<file path="src/rtl/fft_cfg_sequencer_pkg.sv">
// Shared definitions for the FFT config sequencer: state encoding, tdata field
// offsets and the default settle/timeout constants also used by the FFT wrapper.
package fft_cfg_sequencer_pkg;

  typedef enum logic [1:0] {
    ST_IDLE   = 2'd0,
    ST_SETTLE = 2'd1,
    ST_DRAIN  = 2'd2,
    ST_SEND   = 2'd3
  } state_e;

  localparam int NFFT_LSB               = 0;
  localparam int FWD_INV_BIT            = 5;
  localparam int DEFAULT_SETTLE_CYCLES  = 16;
  localparam int DEFAULT_TIMEOUT_CYCLES = 1024;

  // Bits needed to hold a down-counter starting at n-1.
  function automatic int cnt_width(input int n);
    return (n < 2) ? 1 : $clog2(n);
  endfunction

endpackage

</file>
<file path="src/rtl/cfg_settle_timer.sv">
// Loadable down-counter with a done flag at zero; used for both the settle
// window and the config-handshake timeout.
module cfg_settle_timer #(
  parameter int W = 4
) (
  input  logic         clk,
  input  logic         rst_n,
  input  logic         load,
  input  logic [W-1:0] load_val,
  input  logic         dec,
  output logic         done
);

  logic [W-1:0] count_r;

  // Load has priority; decrement saturates at zero.
  always_ff @(posedge clk or negedge rst_n) begin
    if (!rst_n) begin
      count_r <= {W{1'b0}};
    end else if (load) begin
      count_r <= load_val;
    end else if (dec && (count_r != {W{1'b0}})) begin
      count_r <= count_r - W'(1);
    end else begin
      count_r <= count_r;
    end
  end

  assign done = (count_r == {W{1'b0}});

endmodule

</file>
<file path="src/rtl/fft_cfg_sequencer.sv">
// Waits for settings to go quiet, gates the sample stream, drains the in-flight
// frame and issues one config beat. Optional handshake timeout: FFT_CFG_TIMEOUT_EN.
module fft_cfg_sequencer
  import fft_cfg_sequencer_pkg::*;
#(
  parameter int CFG_W          = 8,
  parameter int TDATA_W        = 16,
  parameter int SETTLE_CYCLES  = DEFAULT_SETTLE_CYCLES,
  parameter int TIMEOUT_CYCLES = DEFAULT_TIMEOUT_CYCLES
) (
  input  logic               clk,
  input  logic               rst_n,
  input  logic               cfg_change,
  input  logic [CFG_W-1:0]   cfg_in,
  input  logic               frame_busy,
  output logic [TDATA_W-1:0] m_cfg_tdata,
  output logic               m_cfg_tvalid,
  input  logic               m_cfg_tready,
  output logic               data_gate,
  output logic               cfg_applied,
  output logic               cfg_error
);

  localparam int SET_W = cnt_width(SETTLE_CYCLES);
  localparam logic [SET_W-1:0] SETTLE_LOAD = SET_W'(SETTLE_CYCLES - 1);

  state_e               state_r, next_state_s;
  logic                 settle_load_s, settle_dec_s, settle_done_s;
  logic                 handshake_s, timeout_s;
  logic                 tvalid_r, gate_r, applied_r, pending_r;
  logic [TDATA_W-1:0]   tdata_r;
  logic                 tvalid_s, gate_s, applied_s, pending_s;
  logic [TDATA_W-1:0]   tdata_s;

  assign handshake_s = (state_r == ST_SEND) && tvalid_r && m_cfg_tready;

  assign settle_load_s = (next_state_s == ST_SETTLE) && ((state_r != ST_SETTLE) || cfg_change);
  assign settle_dec_s  = (state_r == ST_SETTLE);

  cfg_settle_timer #(.W(SET_W)) u_settle (
    .clk      (clk),
    .rst_n    (rst_n),
    .load     (settle_load_s),
    .load_val (SETTLE_LOAD),
    .dec      (settle_dec_s),
    .done     (settle_done_s)
  );

`ifdef FFT_CFG_TIMEOUT_EN
  localparam int TO_W = cnt_width(TIMEOUT_CYCLES);
  localparam logic [TO_W-1:0] TIMEOUT_LOAD = TO_W'(TIMEOUT_CYCLES - 1);

  logic to_load_s, to_done_s, error_r;

  assign to_load_s = (next_state_s == ST_SEND) && (state_r != ST_SEND);

  cfg_settle_timer #(.W(TO_W)) u_timeout (
    .clk      (clk),
    .rst_n    (rst_n),
    .load     (to_load_s),
    .load_val (TIMEOUT_LOAD),
    .dec      (state_r == ST_SEND),
    .done     (to_done_s)
  );

  // A handshake on the final waiting cycle still wins over the timeout.
  assign timeout_s = (state_r == ST_SEND) && !handshake_s && to_done_s;

  // Sticky error flag, cleared only by reset.
  always_ff @(posedge clk or negedge rst_n) begin
    if (!rst_n) begin
      error_r <= 1'b0;
    end else begin
      error_r <= error_r | timeout_s;
    end
  end

  assign cfg_error = error_r;
`else
  assign timeout_s = 1'b0;
  assign cfg_error = 1'b0;
`endif

  // State register.
  always_ff @(posedge clk or negedge rst_n) begin
    if (!rst_n) begin
      state_r <= ST_IDLE;
    end else begin
      state_r <= next_state_s;
    end
  end

  // Next-state logic; a change pulse always restarts the settle window except during SEND.
  always_comb begin
    next_state_s = state_r;
    case (state_r)
      ST_IDLE: begin
        if (cfg_change) next_state_s = ST_SETTLE;
        else            next_state_s = ST_IDLE;
      end
      ST_SETTLE: begin
        if (cfg_change)         next_state_s = ST_SETTLE;
        else if (settle_done_s) next_state_s = ST_DRAIN;
        else                    next_state_s = ST_SETTLE;
      end
      ST_DRAIN: begin
        if (cfg_change)       next_state_s = ST_SETTLE;
        else if (!frame_busy) next_state_s = ST_SEND;
        else                  next_state_s = ST_DRAIN;
      end
      ST_SEND: begin
        if (handshake_s)    next_state_s = (pending_r || cfg_change) ? ST_SETTLE : ST_IDLE;
        else if (timeout_s) next_state_s = ST_IDLE;
        else                next_state_s = ST_SEND;
      end
      default: next_state_s = ST_IDLE;
    endcase
  end

  // Next values of the registered outputs, derived from the upcoming state.
  always_comb begin
    tvalid_s  = (next_state_s == ST_SEND);
    applied_s = handshake_s;
    tdata_s   = tdata_r;
    if ((state_r == ST_SETTLE) && (next_state_s == ST_DRAIN)) begin
      tdata_s = {TDATA_W{1'b0}};
      tdata_s[CFG_W-1:0] = cfg_in;
    end else begin
      tdata_s = tdata_r;
    end
    if (next_state_s != ST_SEND) begin
      pending_s = 1'b0;
    end else if (cfg_change) begin
      pending_s = 1'b1;
    end else begin
      pending_s = pending_r;
    end
    case (next_state_s)
      ST_IDLE:   gate_s = 1'b1;
      ST_SETTLE: begin
        if (state_r == ST_DRAIN)     gate_s = 1'b0;
        else if (state_r == ST_SEND) gate_s = 1'b1;
        else                         gate_s = gate_r;
      end
      ST_DRAIN:  gate_s = 1'b0;
      ST_SEND:   gate_s = 1'b0;
      default:   gate_s = 1'b1;
    endcase
  end

  // Output registers; tdata only changes when a new config is latched at DRAIN entry.
  always_ff @(posedge clk or negedge rst_n) begin
    if (!rst_n) begin
      tvalid_r  <= 1'b0;
      tdata_r   <= {TDATA_W{1'b0}};
      gate_r    <= 1'b1;
      applied_r <= 1'b0;
      pending_r <= 1'b0;
    end else begin
      tvalid_r  <= tvalid_s;
      tdata_r   <= tdata_s;
      gate_r    <= gate_s;
      applied_r <= applied_s;
      pending_r <= pending_s;
    end
  end

  assign m_cfg_tvalid = tvalid_r;
  assign m_cfg_tdata  = tdata_r;
  assign data_gate    = gate_r;
  assign cfg_applied  = applied_r;

endmodule

</file>
<file path="config.mk">
export PLATFORM = sky130hd
export DESIGN_NAME = fft_cfg_sequencer
export DESIGN_NICKNAME = d
export VERILOG_FILES = /design/src/rtl/fft_cfg_sequencer_pkg.sv /design/src/rtl/cfg_settle_timer.sv /design/src/rtl/fft_cfg_sequencer.sv
export SDC_FILE = /design/constraint.sdc
export NUM_CORES = 1
export LEC_CHECK = 0
export CAP_MARGIN = 20
export CORE_UTILIZATION = 44
export DETAILED_ROUTE_END_ITERATION = 6
export GPL_TIMING_DRIVEN = 0
export HOLD_SLACK_MARGIN = 0.12
export MAX_ROUTING_LAYER = met4
export PLACE_DENSITY = 0.85
export SLEW_MARGIN = 20
export SYNTH_ARGS = -nofsm -noshare
export SYNTH_HDL_FRONTEND = slang
export SYNTH_SLANG_ARGS = --single-unit
</file>
<file path="constraint.sdc">
create_clock -name clk -period 2.1 [get_ports clk]
set_input_delay 0.525 -clock clk [delete_from_list [all_inputs] [get_ports clk]]
set_output_delay 0.525 -clock clk [all_outputs]
set_load 0.05 [all_outputs]
</file>
==> results list, run 1 <==
* Share of layout cells above drive strength 1: 0.2377
- Initial DRC count: 15
- Die span in y: 48.67 um
- Path type of the worst min-delay path: reg2reg
* Clock transition at path regs: 0.09 ns
* Worst Hold Slack: 0.5182 ns
- Worst Path Arrival: 1.51 ns
- Antenna violations before repair: 0
- Via Count: 753
* Number of distinct library cell variants in the gate-level netlist after synthesis: 31
- Routability-driven placement congestion ratio: 0.7480
- Before antenna repair, the detailed router went through 4 iterations.
- Kind of cell adding the most delay to the critical path: buffers and inverters
- VDD IR max: 0.7982 mV
- Die footprint: 2369 um^2
- Leakage dissipation: 0.6009 nW
- Summed over all nets, the switching power comes to 0.4353 mW.
* Relative slew slack: 0.4732
- The run finished with clean final reports.
- The worst path in the final design needs a cycle of 2.038 ns, including I/O delays and setup.
- A synthesized cell averages 11.02 um^2.
* Final global-route overflow total: 0
- Max incr delay on CP: 0.82 ns
- Leading cell type in the layout, fill and taps excluded: sky130_fd_sc_hd__clkdlybuf4s50_1
* P per Cell Area: 870.6 nW/um^2
- Buffers inserted during clock tree synthesis total 3.
* Clock Sinks: 18
- In this run the post-CTS setup repair buffer count came out at 0.
- The share of total power dissipated in sequential elements is 0.398.
- In this run the number of H-tree levels came out at 1.
- Critical path peak fanout: 4
- Largest net degree at the start of global routing: 19
* Total I/O pin count: 33
- The final layout contains routed wiring with a total length of 1867 um.
- Dividing the detail-routed via count by the number of cells gives 5.054.
* Layout area overhead: 35.64%
* Slew Limit Fails: 0
- The HPWL after detailed placement is 1338 um.
* M3 GR Usage: 0.05660
- Vias in the first global route: 723
* Worst-case clock skew: 0.006919 ns
* Global-route total usage across every layer: 0.1785
- For this run, the register share of the synthesized area comes to 0.4713.
- Input and output buffers added on the ports amount to 23.
- Layer with the highest usage: met2
* Number of storage elements in the synthesis netlist: 18
* Cell chain of the critical path: clkdlybuf4s50_1
- Clock share of power: 0.190
- In the routed design, unresolved DRC markers number 0.
* CTS Root Cell: sky130_fd_sc_hd__clkbuf_4
- For this design, the CTS-stage hold fixing added 0 buffers.
- For this run, the post-layout net count is 138.
- Rows: 16
- After detailed routing, the average wire length per cell comes to 12.53 um.
* Internal power: 0.6965 mW
- For met1 alone, demand over resource in global routing was 0.1831.
* Number of max-cap violations: 0
* Crit path launch type: flop
- Worst-path cell with the longest stage delay: sky130_fd_sc_hd__clkdlybuf4s50_1
- Wire length of the first global-routing pass: 3049 um
* Floorplan die width: 48.67 um
* Met2 demand-to-capacity share in global routing: 0.2986
- Fraction of the cycle the final worst path needs: 0.9703
- For this run, the number of Yosys warnings is 0.
* Post-Synthesis Cell Area: 958.4 um^2
* Highest-count cells in the layout ignoring fill and taps: sky130_fd_sc_hd__clkdlybuf4s50_1 (22), sky130_fd_sc_hd__dfrtp_1 (17), sky130_fd_sc_hd__buf_4 (9), sky130_fd_sc_hd__conb_1 (9)
- The number of antenna diodes in the final layout is 0.
- Clock latency reported for the late side of the worst-skew pair: 0.31 ns
- Setup repair after global routing left no endpoint under its margin.
- Core Footprint: 2002 um^2
- For the pin with the worst max-slew slack, the measured transition is 0.7877 ns.
- Bufs and invs on worst path: 1
- The share of total power dissipated in combinational logic is 0.413.
* Max Root-Sink Buffers: 2
- TNS Setup: 0 ns
- Gate count of the mapped netlist: 87
- At the end of the flow the core is filled with cells to 0.6494.
- Starting density of the core: 0.4787
- Crit end category: output pin
- Maximum clock frequency: 490.7 MHz
* Worst Path Required: 1.57 ns
- Of the total power, the share spent switching nets is 0.3846.
* Final hold vios: 0
- Crit Path Category: reg2out
- In this run the remaining antenna-violating nets after routing total 0.
- Setup violations remaining at the end of the flow were counted as 0.
- TritonCTS built the clock tree.
[cells by family after synthesis]
kind of cell	Yosys count	share of synthesized area
AO/OA/AOI/OAI	18	0.1240
adder cells (fa/ha/maj)	2	0.02611
buffers and inverters	15	0.1018
flip-flops	18	0.4713
multiplexers	8	0.1253
other	1	0.003913
AND/OR/NAND/NOR	25	0.1475
[through the flow]
stage / instances / setup WS, ns / area, um^2 / power, mW
5_1_grt: 149 / 0.01628 / 1300 / 1.207
4_1_cts: 149 / 0.03012 / 1287 / 1.124
3_3_place_gp: 145 / 0.01948 / 1252 / 0.8892
2_1_floorplan: 95 / 0.1790 / 988.4 / 0.7820
3_5_place_dp: 145 / 0.01031 / 1252 / 0.9083
6_report: 149 / 0.06228 / 1300 / 1.132
[worst register-to-register path: stages (launching register included)]
cell and delay (ns):
sky130_fd_sc_hd__dfrtp_1 0.40, sky130_fd_sc_hd__inv_1 0.12, sky130_fd_sc_hd__ha_4 0.15, sky130_fd_sc_hd__or3b_4 0.39, sky130_fd_sc_hd__or3_1 0.37, sky130_fd_sc_hd__buf_6 0.17, sky130_fd_sc_hd__mux2_4 0.30
[flip-flops by register name, indices dropped and copies added, names as in the netlist]
name              cells
data_gate             1
u_settle.count_r      4
m_cfg_tdata           8
cfg_applied           1
state_r               2
m_cfg_tvalid          1
pending_r             1
[final timing paths]
| path | from | to | slack, ns | cells past startpoint |
|---|---|---|---|---|
| max in group asynchronous | rst_n | pending_r | 0.94 | 1 |
| min reg2reg | m_cfg_tdata[3] | m_cfg_tdata[3] | 0.52 | 1 |
| min in group asynchronous | rst_n | u_settle.count_r[2] | 0.67 | 1 |
| max | m_cfg_tvalid | m_cfg_tvalid | 0.06 | 1 |
| min | m_cfg_tdata[3] | m_cfg_tdata[3] | 0.52 | 1 |
| max reg2reg | u_settle.count_r[1] | m_cfg_tdata[7] | 0.09 | 6 |
[power groups by stage]
stage                     clock network (mW)  logic [mW]  registers (mW)
after floorplan                            0       0.265           0.517
after global placement                     0       0.438           0.452
after detailed placement                   0       0.453           0.456
after CTS                              0.226       0.449           0.449
after global routing                   0.239       0.511           0.458
final                                  0.215       0.467           0.450
[cells in the mapped netlist]
master	number	area (um^2)
sky130_fd_sc_hd__a211oi_1	1	7.510
sky130_fd_sc_hd__a21boi_0	2	15.01
sky130_fd_sc_hd__a21oi_1	2	10.01
sky130_fd_sc_hd__and2b_2	1	8.760
sky130_fd_sc_hd__and3_1	1	6.260
sky130_fd_sc_hd__buf_4	9	67.56
sky130_fd_sc_hd__buf_6	1	11.26
sky130_fd_sc_hd__clkbuf_1	2	7.510
sky130_fd_sc_hd__conb_1	1	3.750
sky130_fd_sc_hd__dfrtp_1	17	425.4
sky130_fd_sc_hd__dfstp_2	1	26.28
sky130_fd_sc_hd__ha_1	2	25.02
sky130_fd_sc_hd__inv_1	3	11.26
sky130_fd_sc_hd__mux2_4	8	120.1
sky130_fd_sc_hd__nand2_1	5	18.77
sky130_fd_sc_hd__nand2b_1	1	6.260
sky130_fd_sc_hd__nand3_1	5	25.02
sky130_fd_sc_hd__nor2_1	3	11.26
sky130_fd_sc_hd__nor2b_1	2	12.51
sky130_fd_sc_hd__nor3_1	1	5.000
sky130_fd_sc_hd__nor3b_1	1	7.510
sky130_fd_sc_hd__o2111a_1	1	11.26
sky130_fd_sc_hd__o21a_1	1	7.510
sky130_fd_sc_hd__o21ai_0	8	40.04
sky130_fd_sc_hd__o21ba_2	1	10.01
sky130_fd_sc_hd__o2bb2ai_1	1	8.760
sky130_fd_sc_hd__o311ai_0	1	8.760
sky130_fd_sc_hd__or3_1	2	12.51
sky130_fd_sc_hd__or3b_4	1	11.26
sky130_fd_sc_hd__or4_1	1	7.510
sky130_fd_sc_hd__or4_2	1	8.760
[layout make-up]
type	instances	area, um^2
fillers	162	701.9
plain buffers	12	86.33
flip-flops and latches	18	451.7
well taps	27	33.78
clock buffers	4	36.28
multi-input cells	62	451.7
repair buffers	23	229.0
inverters	3	11.26
[what timing repair did]
action	4_1_cts	5_1_grt
setup endpoints to repair	1	8
pin swaps	0	0
resized for setup	1	3
[layer usage]
layer | wire length, um | share of wire
met1 | 710 | 0.38
met2 | 992 | 0.53
met3 | 117 | 0.063
met4 | 47 | 0.025
met5 | 0 | 0
Power figures use the tool's default switching activity.
==> run 2: changes to the inputs <==
==> constraint.sdc (replaced) <==
create_clock -name clk -period 2.1 [get_ports clk]
set_input_delay 0.42 -clock clk [delete_from_list [all_inputs] [get_ports clk]]
set_output_delay 0.42 -clock clk [all_outputs]
set_load 0.05 [all_outputs]
==> run 2 against run 1 <==
Net effect: worst setup slack gained 0.030 ns; global-route usage is the same; combinational power grew 1%; non-clock buffer count is the same; cell count is the same; largest power group unchanged.
==> results list, run 2 (synthesis results as in run 1) <==
- Result of the run: finished, final reports clean
- The initial antenna violation count is 0 (unchanged).
- The remaining design rule violation count is 0 (unchanged).
- The clock tree buffer depth is 2 (unchanged).
- Antenna-violating nets left: 0 (unchanged)
- The worst setup slack after placement is 0.05351 ns (+0.04321 ns).
- Floorplan die width: 48.67 um (unchanged)
* Hold-fix buffers, CTS: 0 (unchanged)
* Crit Path Category: reg2reg
- P per Cell Area: 871.8 nW/um^2 (+0.14%)
- The number of buffers and inverters on the critical path came to 2 (+1).
- TritonCTS clock tree: built
* Maximum clock frequency: 498.2 MHz (+1.5%)
- The number of placed I/O pins was 33 (unchanged).
* Rows: 16 (unchanged)
* Worst-path cell with the longest stage delay: sky130_fd_sc_hd__dfrtp_1
- Setup repair after global routing left no endpoint under its margin.
- Number of antenna repair diodes: 0 (unchanged)
* Worst-case clock skew: 0.006916 ns (-0.000002410 ns)
- Worst Max-Slew Pin Slew: 0.7897 ns (+0.001934 ns)
* Layer with the highest usage: met2
* Slew Limit Fails: 0 (unchanged)
- Relative slew slack: 0.4719 (-0.001293)
- Traced cell by cell, the critical path runs through inv_1, ha_4, or3b_4, or3_1, buf_6, mux2_4.
* Worst Hold End: m_cfg_tdata[3]
- The register-to-register setup slack is 0.09 ns (about the same).
- Met2 demand-to-capacity share in global routing: 0.2986 (unchanged)
- Vias in the first global route: 723 (unchanged)
- The cell sitting at the root of the clock tree is a sky130_fd_sc_hd__clkbuf_4.
* Internal power: 0.7013 mW (+0.69%)
* Leading cell type in the layout, fill and taps excluded: sky130_fd_sc_hd__clkdlybuf4s50_1
- The vertical die dimension was 48.67 um (unchanged).
* Number of post-CTS setup repair buffers: 0 (unchanged)
* Layout area overhead: 36.03%
* Setup violators final: 0 (unchanged)
* Critical path peak fanout: 10 (+6)
- P_sw: 0.4353 mW (about the same)
* Global-route total usage across every layer: 0.1785 (unchanged)
* Clock transition at path regs: 0.10 ns (about the same)
- Detailed-routing iteration count for the pre-antenna-repair pass: 4 (unchanged)
- Crit path launch type: flop
* Core Footprint: 2002 um^2 (unchanged)
- Clock Sinks: 18 (unchanged)
- Worst Hold Path Cells: 1 (unchanged)
- On the critical path the largest part of the delay comes from simple AND/OR/NAND/NOR gates.
- The per-cell via count in the routed design came to 5.054 (unchanged).
* Worst Path Required: 2.29 ns (+0.72 ns)
* TNS Setup: 0 ns (unchanged)
* Fraction of the cycle the final worst path needs: 0.9559 (-0.01449)
- Final critical path time including I/O delays and setup: 2.007 ns (-0.03042 ns)
- The clock network latency to the later pin of the worst-skew pair came to 0.31 ns (about the same).
- HPWL after DPL: 1338 um (unchanged)
* Worst Path Arrival: 2.20 ns (+0.69 ns)
- The worst hold path begins at m_cfg_tdata[3].
- Met1 track demand over resource in global routing: 0.1831 (unchanged)
- Post-DR wirelength/cell: 12.54 um (about the same)
- The cell depth of the worst setup path came to 6 (+5).
- The path class of the tightest hold or removal check is reg2reg.
* Clock buffers created by TritonCTS: 3 (unchanged)
- The met3 track demand over resource was 0.05660 (unchanged).
- Crit end category: flop
- Net total in the final layout: 138 (unchanged)
* Initial DRC count: 15 (unchanged)
- Source of the worst register-to-register timing path: u_settle.count_r[1]
- The highest ir drop seen on vdd is 0.7984 mV (about the same).
- The effective utilization at floorplan was 0.4787 (unchanged).
- Leaving out fill and tap cells, the most frequent cells in the layout are sky130_fd_sc_hd__clkdlybuf4s50_1 (22), sky130_fd_sc_hd__dfrtp_1 (17), sky130_fd_sc_hd__buf_4 (9), sky130_fd_sc_hd__conb_1 (9).
- The maximum number of pins on one net before global-route repair came to 19 (unchanged).
- The depth of the most critical reg-to-reg path is 6 (unchanged).
- Final global-route overflow total: 0 (unchanged)
* Final hold vios: 0 (unchanged)
- Wire length of the first global-routing pass: 3049 um (unchanged)
* Leakage dissipation: 0.6113 nW (+1.7%)
- The count of port buffers added during placement came to 23 (unchanged).
- Routability-driven placement congestion ratio: 0.7480 (unchanged)
- The clock network fraction of design power was 0.189 (about the same).
* Comb power frac: 0.415 (+0.002)
- Final WL: 1868 um (about the same)
* Cells resized by post-CTS repair: 0 (-1)
- The sequential fraction of design power was 0.396 (-0.002).
- The die outline area is 2369 um^2 (unchanged).
- Via Count: 753 (unchanged)
* End of the worst register-to-register path: m_cfg_tdata[7]
- The number of max-cap violations is 0 (unchanged).
* Net switching fraction of the power: 0.3830 (-0.001630)
* Number of flip-flops under the largest register name: 8 (unchanged)
* Max incr delay on CP: 0.40 ns (-0.42 ns)
* Maximum level of the CTS H-tree: 1 (unchanged)
* Worst setup slack after layout: 0.09270 ns (+0.03042 ns)
- Share of layout cells above drive strength 1: 0.2377 (unchanged)
[run 2: power by group through the flow]
| stage | combinational [mW] | clock, mW | sequential, mW |
|---|---|---|---|
| after floorplan | 0.265 | 0 | 0.517 |
| after global placement | 0.438 | 0 | 0.452 |
| after detailed placement | 0.453 | 0 | 0.456 |
| after CTS | 0.455 | 0.226 | 0.449 |
| after global routing | 0.515 | 0.239 | 0.458 |
| final | 0.472 | 0.214 | 0.450 |
[run 2: how the worst max path moves through the flow]
stage | endpoint | start
after floorplan | m_cfg_tdata[0] | u_settle.count_r[0]
after global placement | m_cfg_tdata[3] | u_settle.count_r[0]
after detailed placement | m_cfg_tdata[1] | u_settle.count_r[0]
after CTS | data_gate | data_gate
after global routing | m_cfg_tdata[3] | u_settle.count_r[1]
final | m_cfg_tdata[7] | u_settle.count_r[1]
[run 2: per-stage QoR]
| step | cells | total power, mW | utilization | hold slack [ns] | instance area (um^2) |
|---|---|---|---|---|---|
| after floorplan | 95 | 0.7820 | - | 0.1244 | 988.4 |
| after global placement | 145 | 0.8892 | 0.6256 | 0.4946 | 1252 |
| after detailed placement | 145 | 0.9083 | 0.6256 | 0.4954 | 1252 |
| after CTS | 149 | 1.130 | 0.6438 | 0.5213 | 1289 |
| after global routing | 149 | 1.212 | 0.6513 | 0.5335 | 1304 |
| final | 149 | 1.137 | 0.6513 | 0.5182 | 1304 |
[run 2: area by class of cell]
type                            count  area, um^2
Multi-Input combinational cell     62       451.7
Timing Repair Buffer               23       232.7
Sequential cell                    18       451.7
Clock buffer                        4       36.28
Buffer                             12       86.33
Inverter                            3       11.26
Tap cell                           27       33.78
Fill cell                         160       698.2
[run 2: routing by layer]
layer | vias up | routed length, um
li1 | 358 | -
met4 | 0 | 47
met3 | 4 | 115
met2 | 22 | 994
met1 | 369 | 710
met5 | - | 0
==> RTL edit (config.mk and constraints of run 1) <==
Build with the macro `FFT_CFG_TIMEOUT_EN` defined.
--- a/src/rtl/fft_cfg_sequencer.sv
+++ b/src/rtl/fft_cfg_sequencer.sv
@@ -1,4 +1,6 @@
 // Waits for settings to go quiet, gates the sample stream, drains the in-flight
 // frame and issues one config beat. Optional handshake timeout: FFT_CFG_TIMEOUT_EN.
+`define FFT_CFG_TIMEOUT_EN
+
 module fft_cfg_sequencer
   import fft_cfg_sequencer_pkg::*;
Check against the original RTL: same outputs for any inputs over 10 cycles, from zero or initial values and one cycle with rst_n low; that may be too few to reach the edited logic, so the function may still have changed.
==> RTL edit against run 1 <==
- wire length up 54%
- combinational power rose by 16%
- sequential cell count increased by 11
- worst setup slack better by 0.012 ns
- total power rose by 42%
- design area rose by 40%
- area after synthesis rose by 52%
- global-route usage up 0.72 points
- highest routed layer unchanged
==> RTL edit: results (changes against run 1) <==
* Design area at 1820 um2 (was 1300 um2)
* First-pass GRT wire length at 4640 um (was 3050 um)
* Synth Area in Compound Gates at 0.0901 (was 0.124)
* Layout cells sized above 1 at 0.186 (was 0.238)
* Fraction of synthesized area in multiplexers at 0.0823 (was 0.125)
* HPWL after DPL at 2140 um (was 1340 um)
* Die footprint at 3550 um2 (was 2370 um2)
* Lkg Pwr at 0.772 nW (was 0.601 nW)
* Commonest cells post-synth: dfrtp_1, nor2_1, nand2_1 (was dfrtp_1, buf_4, mux2_4, o21ai_0)
* Vias in the first global route at 1139 (was 723)
* CP Max Fanout at 2 (was 4)
* DRT iter0 DRCs at 48 (was 15)
* Gate Count Post-Synth at 145 (was 87)
* Pin count of the biggest net entering global routing at 30 (was 19)
* Number of H-tree levels at 2 (was 1)
* DP Cell Count at 219 (was 145)
* DR WL met3 at 107 um (was 117 um)
* Grt met1 use at 0.213 (was 0.183)
* Wl on met1 at 1280 um (was 710 um)
* Routability cong. at 0.760 (was 0.748)
* GRT Overall Usage at 0.186 (was 0.178)
* Launch point of the worst reg-to-reg path: u_settle.count_r[0] (was u_settle.count_r[1])
* Met2 usage at 0.299 (about the same)
* Met2 WL at 1440 um (was 992 um)
* Crit path from: m_cfg_tdata[2] (was m_cfg_tvalid)
* Fin worst setup slack at 0.0744 ns (was 0.0623 ns)
* Met3 usage at 0.0502 (was 0.0566)
* Post-place setup slack at 0.0291 ns (was 0.0103 ns)
* Top reg by flops: u_timeout.count_r
* Status: finished, final reports clean (unchanged)
* Area contributors post-synth: dfrtp_1, mux2_2, buf_4 (was dfrtp_1, mux2_4, buf_4)
* Fillcell total at 288 (was 162)
* Largest register FFs at 10 (was 8)
* FF-to-FF setup slack at 0.12 ns (was 0.09 ns)
* Peak VDD IR at 565 uV (was 798 uV)
* DR vias/cell at 5.08 (was 5.05)
* Worst Hold Class: in2async (was reg2reg)
* Clk_skew at 0.0100 ns (was 0.00692 ns)
* Reg2reg end: m_cfg_tdata[2] (was m_cfg_tdata[7])
* CTS Buf Count at 5 (was 3)
* Final Instance Count excl. Fillers at 227 (was 149)
* Worst Tran Pin Value at 0.616 ns (was 0.788 ns)
* Sequential element share of the synthesized area at 0.498 (was 0.471)
* Synth cell types at 33 (was 31)
* Final WL at 2870 um (was 1870 um)
## RTL edit: cell count changes in the layout (fill, tap and decap cells not counted), sizes merged, moves of 4 or more
cell,change
nand2,+5
a21oi,+4
or2,+4
or4,+4
o211ai,+4
nor2,+12
nor3,+5
dfrtp,+11
## RTL edit: report_power, final
| group | internal, mW | switching [mW] |
|---|---|---|
| logic | 0.200 | 0.342 |
| registers | 0.664 | 0.0802 |
| clock network | 0.127 | 0.192 |
## RTL edit: layout make-up
class | instances | area share
plain buffers | 12 | 0.0433
clock buffers | 6 | 0.0227
clock inverters | 2 | 0.00550
inverters | 6 | 0.0124
multi-input cells | 105 | 0.364
flip-flops and latches | 29 | 0.399
well taps | 44 | 0.0302
repair buffers | 23 | 0.123
## RTL edit: repair_timing
action | 4_1_cts | 5_1_grt
endpoints found under the hold margin | 0 | 0
cloned | 0 | 0
gates resized for setup | 1 | 2
setup endpoints to repair | 1 | 9
